--- src/rtl/apb_gpio_slave_if.sv ---
// APB completer-side bus bundle for the GPIO slot: request from the bridge, response back.
// Latency: none, wires only.
// Backpressure: carried by PREADY from the completer to the requester.
interface apb_gpio_slave_if #(
   parameter int ADDRESS_WIDTH = 4,
   parameter int DATA_WIDTH    = 32,
   parameter int STRB_WIDTH    = 4
);
   logic                     PSEL;
   logic                     PENABLE;
   logic                     PWRITE;
   logic [ADDRESS_WIDTH-1:0] PADDR;
   logic [DATA_WIDTH-1:0]    PWDATA;
   logic [STRB_WIDTH-1:0]    PSTRB;
   logic [DATA_WIDTH-1:0]    PRDATA;
   logic                     PREADY;
   logic                     PSLVERR;

   modport master (
      output PSEL, PENABLE, PWRITE, PADDR, PWDATA, PSTRB,
      input  PRDATA, PREADY, PSLVERR
   );

   modport slave (
      input  PSEL, PENABLE, PWRITE, PADDR, PWDATA, PSTRB,
      output PRDATA, PREADY, PSLVERR
   );
endinterface

--- src/rtl/apb_gpio_slave.sv ---
// APB GPIO completer: output/direction registers, synchronized inputs, edge interrupts.
// Latency: 2+WAIT_STATES cycles per transfer; pin edge -> IRQ_STATUS after 3 edges, irq 1 later.
// Backpressure: PREADY held low for WAIT_STATES ACCESS cycles, then completes unconditionally.
module apb_gpio_slave #(
   parameter int DATA_WIDTH    = 32,
   parameter int ADDRESS_WIDTH = 4,
   parameter int STRB_WIDTH    = 4,
   parameter int WAIT_STATES   = 1
) (
   input  logic                  PCLK,
   input  logic                  PRESETn,
   apb_gpio_slave_if.slave       apb,
   input  logic [DATA_WIDTH-1:0] gpio_in,
   output logic [DATA_WIDTH-1:0] gpio_out,
   output logic [DATA_WIDTH-1:0] gpio_oe,
   output logic                  irq
);

   localparam logic [3:0] WS = 4'(WAIT_STATES);

   localparam logic [2:0] IDX_DATA_OUT   = 3'd0;
   localparam logic [2:0] IDX_DIR        = 3'd1;
   localparam logic [2:0] IDX_DATA_IN    = 3'd2;
   localparam logic [2:0] IDX_IRQ_EN     = 3'd3;
   localparam logic [2:0] IDX_IRQ_STATUS = 3'd4;
   localparam logic [2:0] IDX_IRQ_POL    = 3'd5;

   // Register state
   logic [DATA_WIDTH-1:0] data_out_q,   data_out_d;
   logic [DATA_WIDTH-1:0] dir_q,        dir_d;
   logic [DATA_WIDTH-1:0] irq_en_q,     irq_en_d;
   logic [DATA_WIDTH-1:0] irq_status_q, irq_status_d;
   logic [DATA_WIDTH-1:0] irq_pol_q,    irq_pol_d;
   // Pin synchronizer; sync3 is the previous synchronized value for edge detection
   logic [DATA_WIDTH-1:0] sync1_q,      sync1_d;
   logic [DATA_WIDTH-1:0] sync2_q,      sync2_d;
   logic [DATA_WIDTH-1:0] sync3_q,      sync3_d;
   // Wait-state counter and registered interrupt
   logic [3:0]            cnt_q,        cnt_d;
   logic                  irq_q,        irq_d;

   // Bus decode
   logic [2:0]            idx;
   logic                  setup_ph;
   logic                  access_ph;
   logic                  pready;
   logic                  err;
   logic                  wr_commit;
   logic [DATA_WIDTH-1:0] bmask;
   logic [DATA_WIDTH-1:0] w1c;
   logic [DATA_WIDTH-1:0] edge_set;
   logic [DATA_WIDTH-1:0] rd_val;

   // PADDR[3] selects the slot in the bridge and carries no meaning here
   logic unused_addr;
   assign unused_addr = ^apb.PADDR[ADDRESS_WIDTH-1:3];

   assign idx       = apb.PADDR[2:0];
   assign setup_ph  = apb.PSEL & ~apb.PENABLE;
   assign access_ph = apb.PSEL &  apb.PENABLE;
   // Gated by reset so a requester still driving ACCESS during reset sees no completion
   assign pready    = PRESETn & access_ph & (cnt_q == 4'd0);
   assign err       = (idx == 3'd6) | (idx == 3'd7) | (apb.PWRITE & (idx == IDX_DATA_IN));
   assign wr_commit = pready & apb.PWRITE & ~err;

   // Merge new write data into the old value, byte lane by byte lane
   function automatic logic [DATA_WIDTH-1:0] merge_bytes(
      input logic [DATA_WIDTH-1:0] old_val,
      input logic [DATA_WIDTH-1:0] new_val,
      input logic [DATA_WIDTH-1:0] mask
   );
      return (old_val & ~mask) | (new_val & mask);
   endfunction

   // Expand byte strobes into a bit mask
   always_comb begin
      bmask = '0;
      for (int b = 0; b < STRB_WIDTH; b++) begin
         bmask[b*8 +: 8] = {8{apb.PSTRB[b]}};
      end
   end

   // Edge events selected per pin by IRQ_POL (1 = rising, 0 = falling)
   always_comb begin
      edge_set = ( sync2_q & ~sync3_q &  irq_pol_q)
               | (~sync2_q &  sync3_q & ~irq_pol_q);
      w1c      = (wr_commit && (idx == IDX_IRQ_STATUS)) ? (apb.PWDATA & bmask) : '0;
   end

   // Read data mux; response fields are zero outside the completing cycle
   always_comb begin
      rd_val = '0;
      case (idx)
         IDX_DATA_OUT:   rd_val = data_out_q;
         IDX_DIR:        rd_val = dir_q;
         IDX_DATA_IN:    rd_val = sync2_q;
         IDX_IRQ_EN:     rd_val = irq_en_q;
         IDX_IRQ_STATUS: rd_val = irq_status_q;
         IDX_IRQ_POL:    rd_val = irq_pol_q;
         default:        rd_val = '0;
      endcase
   end

   assign apb.PREADY  = pready;
   assign apb.PRDATA  = pready ? rd_val : '0;
   assign apb.PSLVERR = pready & err;

   // Next-state: wait counter, register writes, synchronizer, status, irq
   always_comb begin
      cnt_d        = cnt_q;
      data_out_d   = data_out_q;
      dir_d        = dir_q;
      irq_en_d     = irq_en_q;
      irq_pol_d    = irq_pol_q;
      sync1_d      = gpio_in;
      sync2_d      = sync1_q;
      sync3_d      = sync2_q;
      irq_d        = |(irq_status_q & irq_en_q);

      // Abandoned transfers (PSEL low) leave the counter cleared; SETUP reloads it
      if (!apb.PSEL) begin
         cnt_d = 4'd0;
      end else if (setup_ph) begin
         cnt_d = WS;
      end else if (cnt_q != 4'd0) begin
         cnt_d = cnt_q - 4'd1;
      end

      if (wr_commit) begin
         case (idx)
            IDX_DATA_OUT: data_out_d = merge_bytes(data_out_q, apb.PWDATA, bmask);
            IDX_DIR:      dir_d      = merge_bytes(dir_q,      apb.PWDATA, bmask);
            IDX_IRQ_EN:   irq_en_d   = merge_bytes(irq_en_q,   apb.PWDATA, bmask);
            IDX_IRQ_POL:  irq_pol_d  = merge_bytes(irq_pol_q,  apb.PWDATA, bmask);
            default:      ;
         endcase
      end

      // A new edge in the same cycle as a clear keeps the bit set
      irq_status_d = (irq_status_q & ~w1c) | edge_set;
   end

   // State registers, cleared asynchronously
   always_ff @(posedge PCLK or negedge PRESETn) begin
      if (!PRESETn) begin
         cnt_q        <= '0;
         data_out_q   <= '0;
         dir_q        <= '0;
         irq_en_q     <= '0;
         irq_status_q <= '0;
         irq_pol_q    <= '0;
         sync1_q      <= '0;
         sync2_q      <= '0;
         sync3_q      <= '0;
         irq_q        <= 1'b0;
      end else begin
         cnt_q        <= cnt_d;
         data_out_q   <= data_out_d;
         dir_q        <= dir_d;
         irq_en_q     <= irq_en_d;
         irq_status_q <= irq_status_d;
         irq_pol_q    <= irq_pol_d;
         sync1_q      <= sync1_d;
         sync2_q      <= sync2_d;
         sync3_q      <= sync3_d;
         irq_q        <= irq_d;
      end
   end

   assign gpio_out = data_out_q;
   assign gpio_oe  = dir_q;
   assign irq      = irq_q;

endmodule

--- src/flat_wrapper.sv ---
// flat-port wrapper written by rule: the top's interface ports become plain ports
module apb_gpio_slave_flat 
#(
   parameter int DATA_WIDTH    = 32,
   parameter int ADDRESS_WIDTH = 4,
   parameter int STRB_WIDTH    = 4,
   parameter int WAIT_STATES   = 1
)
  (PCLK, PRESETn, gpio_in, gpio_out, gpio_oe, irq, apb_PSEL, apb_PENABLE, apb_PWRITE, apb_PADDR, apb_PWDATA, apb_PSTRB, apb_PRDATA, apb_PREADY, apb_PSLVERR);
  apb_gpio_slave_if #(.ADDRESS_WIDTH(ADDRESS_WIDTH), .DATA_WIDTH(DATA_WIDTH), .STRB_WIDTH(STRB_WIDTH)) apb_i ();
  input  logic PCLK;
  input  logic PRESETn;
  input  logic [DATA_WIDTH-1:0] gpio_in;
  output logic [DATA_WIDTH-1:0] gpio_out;
  output logic [DATA_WIDTH-1:0] gpio_oe;
  output logic irq;
  input wire logic [$bits(apb_i.PSEL)-1:0] apb_PSEL;
  input wire logic [$bits(apb_i.PENABLE)-1:0] apb_PENABLE;
  input wire logic [$bits(apb_i.PWRITE)-1:0] apb_PWRITE;
  input wire logic [$bits(apb_i.PADDR)-1:0] apb_PADDR;
  input wire logic [$bits(apb_i.PWDATA)-1:0] apb_PWDATA;
  input wire logic [$bits(apb_i.PSTRB)-1:0] apb_PSTRB;
  output wire logic [$bits(apb_i.PRDATA)-1:0] apb_PRDATA;
  output wire logic [$bits(apb_i.PREADY)-1:0] apb_PREADY;
  output wire logic [$bits(apb_i.PSLVERR)-1:0] apb_PSLVERR;
  assign apb_i.PSEL = apb_PSEL;
  assign apb_i.PENABLE = apb_PENABLE;
  assign apb_i.PWRITE = apb_PWRITE;
  assign apb_i.PADDR = apb_PADDR;
  assign apb_i.PWDATA = apb_PWDATA;
  assign apb_i.PSTRB = apb_PSTRB;
  assign apb_PRDATA = apb_i.PRDATA;
  assign apb_PREADY = apb_i.PREADY;
  assign apb_PSLVERR = apb_i.PSLVERR;
  apb_gpio_slave #(.DATA_WIDTH(DATA_WIDTH), .ADDRESS_WIDTH(ADDRESS_WIDTH), .STRB_WIDTH(STRB_WIDTH), .WAIT_STATES(WAIT_STATES)) u_core (.PCLK(PCLK), .PRESETn(PRESETn), .apb(apb_i), .gpio_in(gpio_in), .gpio_out(gpio_out), .gpio_oe(gpio_oe), .irq(irq));
endmodule
--- config.mk ---
export PLATFORM = sky130hd
export DESIGN_NAME = apb_gpio_slave_flat
export DESIGN_NICKNAME = d
export VERILOG_FILES = /design/src/rtl/apb_gpio_slave_if.sv /design/src/rtl/apb_gpio_slave.sv /design/src/flat_wrapper.sv
export SDC_FILE = /design/constraint.sdc
export NUM_CORES = 1
export LEC_CHECK = 0
export ABC_AREA = 1
export CAP_MARGIN = 25
export CORE_MARGIN = 1.5
export CORE_UTILIZATION = 55
export DETAILED_ROUTE_END_ITERATION = 6
export GPL_TIMING_DRIVEN = 1
export PLACE_DENSITY = 0.78
export SLEW_MARGIN = 20
export SYNTH_ARGS = -nofsm -noshare
export SYNTH_HDL_FRONTEND = slang
export SYNTH_SLANG_ARGS = --single-unit
--- constraint.sdc ---
create_clock -name PCLK -period 2.1 [get_ports PCLK]
set_clock_uncertainty 0.2 [all_clocks]
set_input_delay 0.42 -clock PCLK [delete_from_list [all_inputs] [get_ports PCLK]]
set_output_delay 0.42 -clock PCLK [all_outputs]
set_load 0.05 [all_outputs]
* Word-level counts from Yosys, hierarchy flattened *
Cells that the tools add are included.

cells by class
  reduce and logical (&&, ||, !) cells = 9
  eq/ne operators = 8
  multiplexer cells = 6
  bitwise logic cells = 34
  add/sub/neg operators = 1

operator list
  cell                                                   number
  AND 32 bit                                             11
  bitwise OR 32 bit                                      6
  one-hot mux 32 bit (6 select lines)                    1
  inverter 32 bit                                        5
  two-way mux 32 bit                                     2
  OR reduction 32 bit                                    1
  == test 3 bit, second input constant                   4
  two-way mux 4 bit                                      3
  AND 1 bit                                              8
  AND reduction 2 bit                                    4
  == test 3 x 2 -> 1 bit, second input constant          2
  logical NOT 4 bit                                      1
  nonzero test 4 bit                                     1
  subtractor 4 x 1 -> 4 bit, second input constant       1
  == test 3 x 1 -> 1 bit, second input constant          1
  logical NOT 3 bit                                      1
  inequality test 3 x 1 -> 1 bit, second input constant  1
  inverter 1 bit                                         2
  bitwise OR 1 bit                                       2
  logical AND 1 bit                                      1

word-level totals
  input port bits = 77
  bits in registers = 261
  word-level logic and storage cells = 68

* Longest topological paths before layout *
  depth in word-level cells = 10
  mapped depth = 11
  mapped depth without buffers = 9

* Worst setup path before layout *
Ideal clock, no wire load.

  kind = input to output
  start = input apb_PADDR[2]
  end = output apb_PRDATA[0]
  stages = 7
  path buffers = 2
  required time = 1.480 ns
  path slack = -0.601 ns
  arrival = 2.081 ns
  cells stage by stage = buf_2 -> nor3_2 -> clkbuf_1 -> nand2_1 -> nand2_1 -> inv_1 -> a21oi_1

on the way
  longest elaborated chain between the ends = 3
  elaborated cells on any way between the ends = 8
  those cells by class = 5 x eq/ne; 2 x mux; 1 x reduce/logical

ends and longest elaborated chain
  item                                     line                   RTL
  start: declaration                       flat_wrapper.sv:20     input wire logic [$bits(apb_i.PADDR)-1:0] apb_PADDR;
  == test 3 bit (tied with other cells)    apb_gpio_slave.sv:93   case (idx)
  one-hot mux 32 bit (6 select lines) (*)  apb_gpio_slave.sv:93
  two-way mux 32 bit (*)                   apb_gpio_slave.sv:105  assign apb.PRDATA = pready ? rd_val : '0;
  end: declaration                         flat_wrapper.sv:23     output wire logic [$bits(apb_i.PRDATA)-1:0] apb_PRDATA;

Mark *: on every way between the ends. The rest lies on a longest branch, timed or not.

* Worst setup path after layout *
  start = register u_core.cnt_q[0]
  end = output apb_PRDATA[30]

on the way
  longest elaborated chain between the ends = 3

ends and longest elaborated chain
  item                      line                   RTL
  start: declaration        apb_gpio_slave.sv:39   logic [3:0] cnt_q, cnt_d;
  start signal: assignment  apb_gpio_slave.sv:157  cnt_q <= cnt_d;
  logical NOT 4 bit         apb_gpio_slave.sv:62   assign pready = PRESETn & access_ph & (cnt_q == 4'd0);
  AND 1 bit                 apb_gpio_slave.sv:62
  two-way mux 32 bit        apb_gpio_slave.sv:105

Every way passes these cells.

==> qor.yml <==
outcome:
  status: "finished with violations"
  violations: "setup timing"
placed_design:
  dp_slack_ns: -0.688
  io_buffers: 174
  placed_area_um2: 15500
  place_hpwl_mm: 25.1
  routabilityCongestion: 0.854
synthesis:
  synth_common_cells: "nand2_1, dfrtp_1, nand4_1"
  yosysSeqAreaShare: 0.542
  muxShareOfSynthArea: 0
  synth.most_common_cell: "nand2_1"
  ys_ff_latch: 261
  yosys_warnings: 0
  async_reset_ff_frac: 1.00
  synth.distinct_cells: 23
  yosys.area.top_type: "dfrtp_1"
  postSynthAreaPerCell_um2: 7.94
  netlist_instances: 1518
  synth.net_count: 1596
  synth_compound_area_frac: 0.0462
  synth-main-ff-cell: "dfrtp_1"
  synth_edf_count: 0
  synth_area_leaders: "dfrtp_1, nand2_1, nand4_1, inv_1, nand3_1"
  synth_area_um2: 12100
  synthAdderAreaFrac: 0.00104
  synthSimpleGateAreaFrac: 0.335
  synth.top_cell.area_share: 0.542
  synthXorXnorAreaFrac: 0.000726
  synth_top_family_by_area: "simple AND/OR/NAND/NOR gates"
detailed_routing:
  vias: 12477
  routedWlPerCell_um: 20.0
  drc: 0
  ant_nets: 0
  via_per_inst: 6.00
  drt_iter0_drc: 1652
  wl_mm: 41.6
  dr.pass1.iters: 5
floorplan:
  boundaryPins: 176
  start_util: 0.567
  dieWidth_um: 151
  rows: 53
  die_area_um2: 22800
  dieHeight_um: 151
  core_um2: 21300
setup_path:
  crit_type: "register to output port"
  cp_cell_sequence: "inv_2 -> ha_4 -> nand2_4 -> nor2_4 -> nand2_8 -> buf_12 -> a21oi_4 -> buf_12"
  crit_fanout: 9
  cp_slowest_stage_delay_ns: 0.39
  path_buf_inv: 3
  cp_slowest_cell: "dfrtp_1"
  critical-path-top-delay-family: "buffers and inverters"
  endpoint_kind: "output port"
  start_kind: "register"
  arrival_ns: 1.99
  crit_required_ns: 1.48
  crit_path_start: "u_core.cnt_q[0]"
  r2r_start: "u_core.cnt_q[0]"
  cpMostUsedCell: "buf_12"
sta:
  min_period_ns: 2.61
  hold_viol_final: 0
  hold_slack_ns: 0.105
  slew_violations: 0
  relSlewSlack: 0.484
  max_freq_ghz: 0.383
  rsz0062_at_grt: "true"
  setup_violations: 191
  finalCritPeriodShare: 1.24
  worst_pin_slew_ns: 0.774
  fin_ws_ns: -0.512
pwr:
  p_seq_frac: 0.446
  p_int_w: 0.00889
  clkPwrFrac: 0.410
  p_leak_nw: 8.60
  power_switching_w: 0.00329
  pwr-share-comb: 0.144
  switching_share: 0.270
  p_per_area_nw_per_um2: 698
  ir_worst_vdd_mv: 0.678
global_routing:
  grt_max_degree: 134
  track_usage: 0.340
  antenna_found_initial: 0
  grt_pass1_vias: 11811
  gr-total-overflow: 0
  grt_pass1_wl_mm: 60.7
layout:
  fill_cells: 1188
  n_antenna_cell: 0
  drive_gt1_frac: 0.212
  design_area_um2: 17400
  area_delta_synth_final_pct: 44.6
  nNetsFinal: 1862
clocking:
  clkSinkCount: 261
  cts_root_buffer: "clkbuf_16"
  cts_tree: "yes"
  insertion_delay_ns: 0.54
  cts_buffer_depth: 3
  clk_pin_slew_worst_paths_ns: 0.06
  htree_levels: 1
  numCtsBuffers: 28
min_path:
  min_path_type: "input pin to register"
  hold_start: "gpio_in[7]"
job:
  maxCapViolCount: 0
## metal layers
metal / wire [um] / vias up / track usage
li1: - / 5480 / -
met1: 15200 / 5876 / 0.448
met2: 20000 / 930 / 0.557
met3: 4610 / 191 / 0.0593
met4: 1810 / 0 / 0.140
met5: 0 / - / 0
## area by class of cell
cell class                 count  area (um2)  area share
inverter                     141         534      0.0306
sequential                   261        6530       0.374
multi-input combinational   1028        5240       0.300
timing repair buffer         324        3870       0.222
clock buffer                  44         852      0.0488
tap                          275         344      0.0197
clock inverter                 5        75.1     0.00430
## worst reg2reg max path: cells and delay by family (launching register included)
family,cells,cell delay (ns)
adders and majority gates,1,0.15
buffers and inverters,5,0.70
DFF,1,0.39
and+or+nand+nor,7,0.91
## cells in the final DEF, fill, tap and decap left out, types with 32 or more instances in the layout
cell type        Yosys  routed
buf_12               0      67
a21oi_4              0      32
nand4_1            177     177
clkdlybuf4s50_1      0      71
buf_4                2     139
o21ai_0             32      32
clkbuf_16            0      43
inv_1              134     132
nand3_1             47      39
dfrtp_1            261     261
nor2_1              54      48
nand2_1            630     610
## stage by stage
stage,std cells,power [W],TNS [ns],util
6_report,2078,0.0122,-44.24,0.819
5_1_grt,2078,0.0125,-63.29,0.819
4_1_cts,2049,0.0121,-16.76,0.782
3_5_place_dp,1990,0.00708,-111.65,0.727
3_3_place_gp,1990,0.00704,-108.97,0.727
2_1_floorplan,1518,0.00628,-0.450,-
## worst paths after layout
check | endpoint | slack (ns) | cells after the start
max in group asynchronous | u_core.sync3_q[23] | 0.33 | 4
min in group asynchronous | u_core.sync1_q[4] | 0.26 | 3
worst max register to register | register | -0.36 | 13
worst max-delay path | apb_PRDATA[30] | -0.51 | 8
worst min-delay path | u_core.sync1_q[7] | 0.11 | 1
worst min register to register | u_core.sync2_q[12] | 0.15 | 0
## cell families (layout without fill, tap and decap cells)
family,count (synthesis),after routing
flops,261,261
fa+ha+maj,1,1
compound gates,104,104
xor+xnor,1,1
simple gates,922,922
buf+inv,229,514
## power groups by stage
stage          Clock (W)  Sequential [W]  Combinational [W]
3_3_place_gp           0         0.00550            0.00154
5_1_grt          0.00523         0.00545            0.00186
4_1_cts          0.00502         0.00542            0.00164
6_report         0.00500         0.00544            0.00175
3_5_place_dp           0         0.00551            0.00157
2_1_floorplan          0         0.00568           0.000600
## timing repair
action,in CTS,in global routing
gates cloned,3,15
hold buffers,1,0
setup endpoints to repair,135,180
endpoints found under the hold margin,28,0
setup buffers,6,15
resized for setup,24,86
pin swaps,6,46
Note: power is estimated with default switching activity, not from simulation.
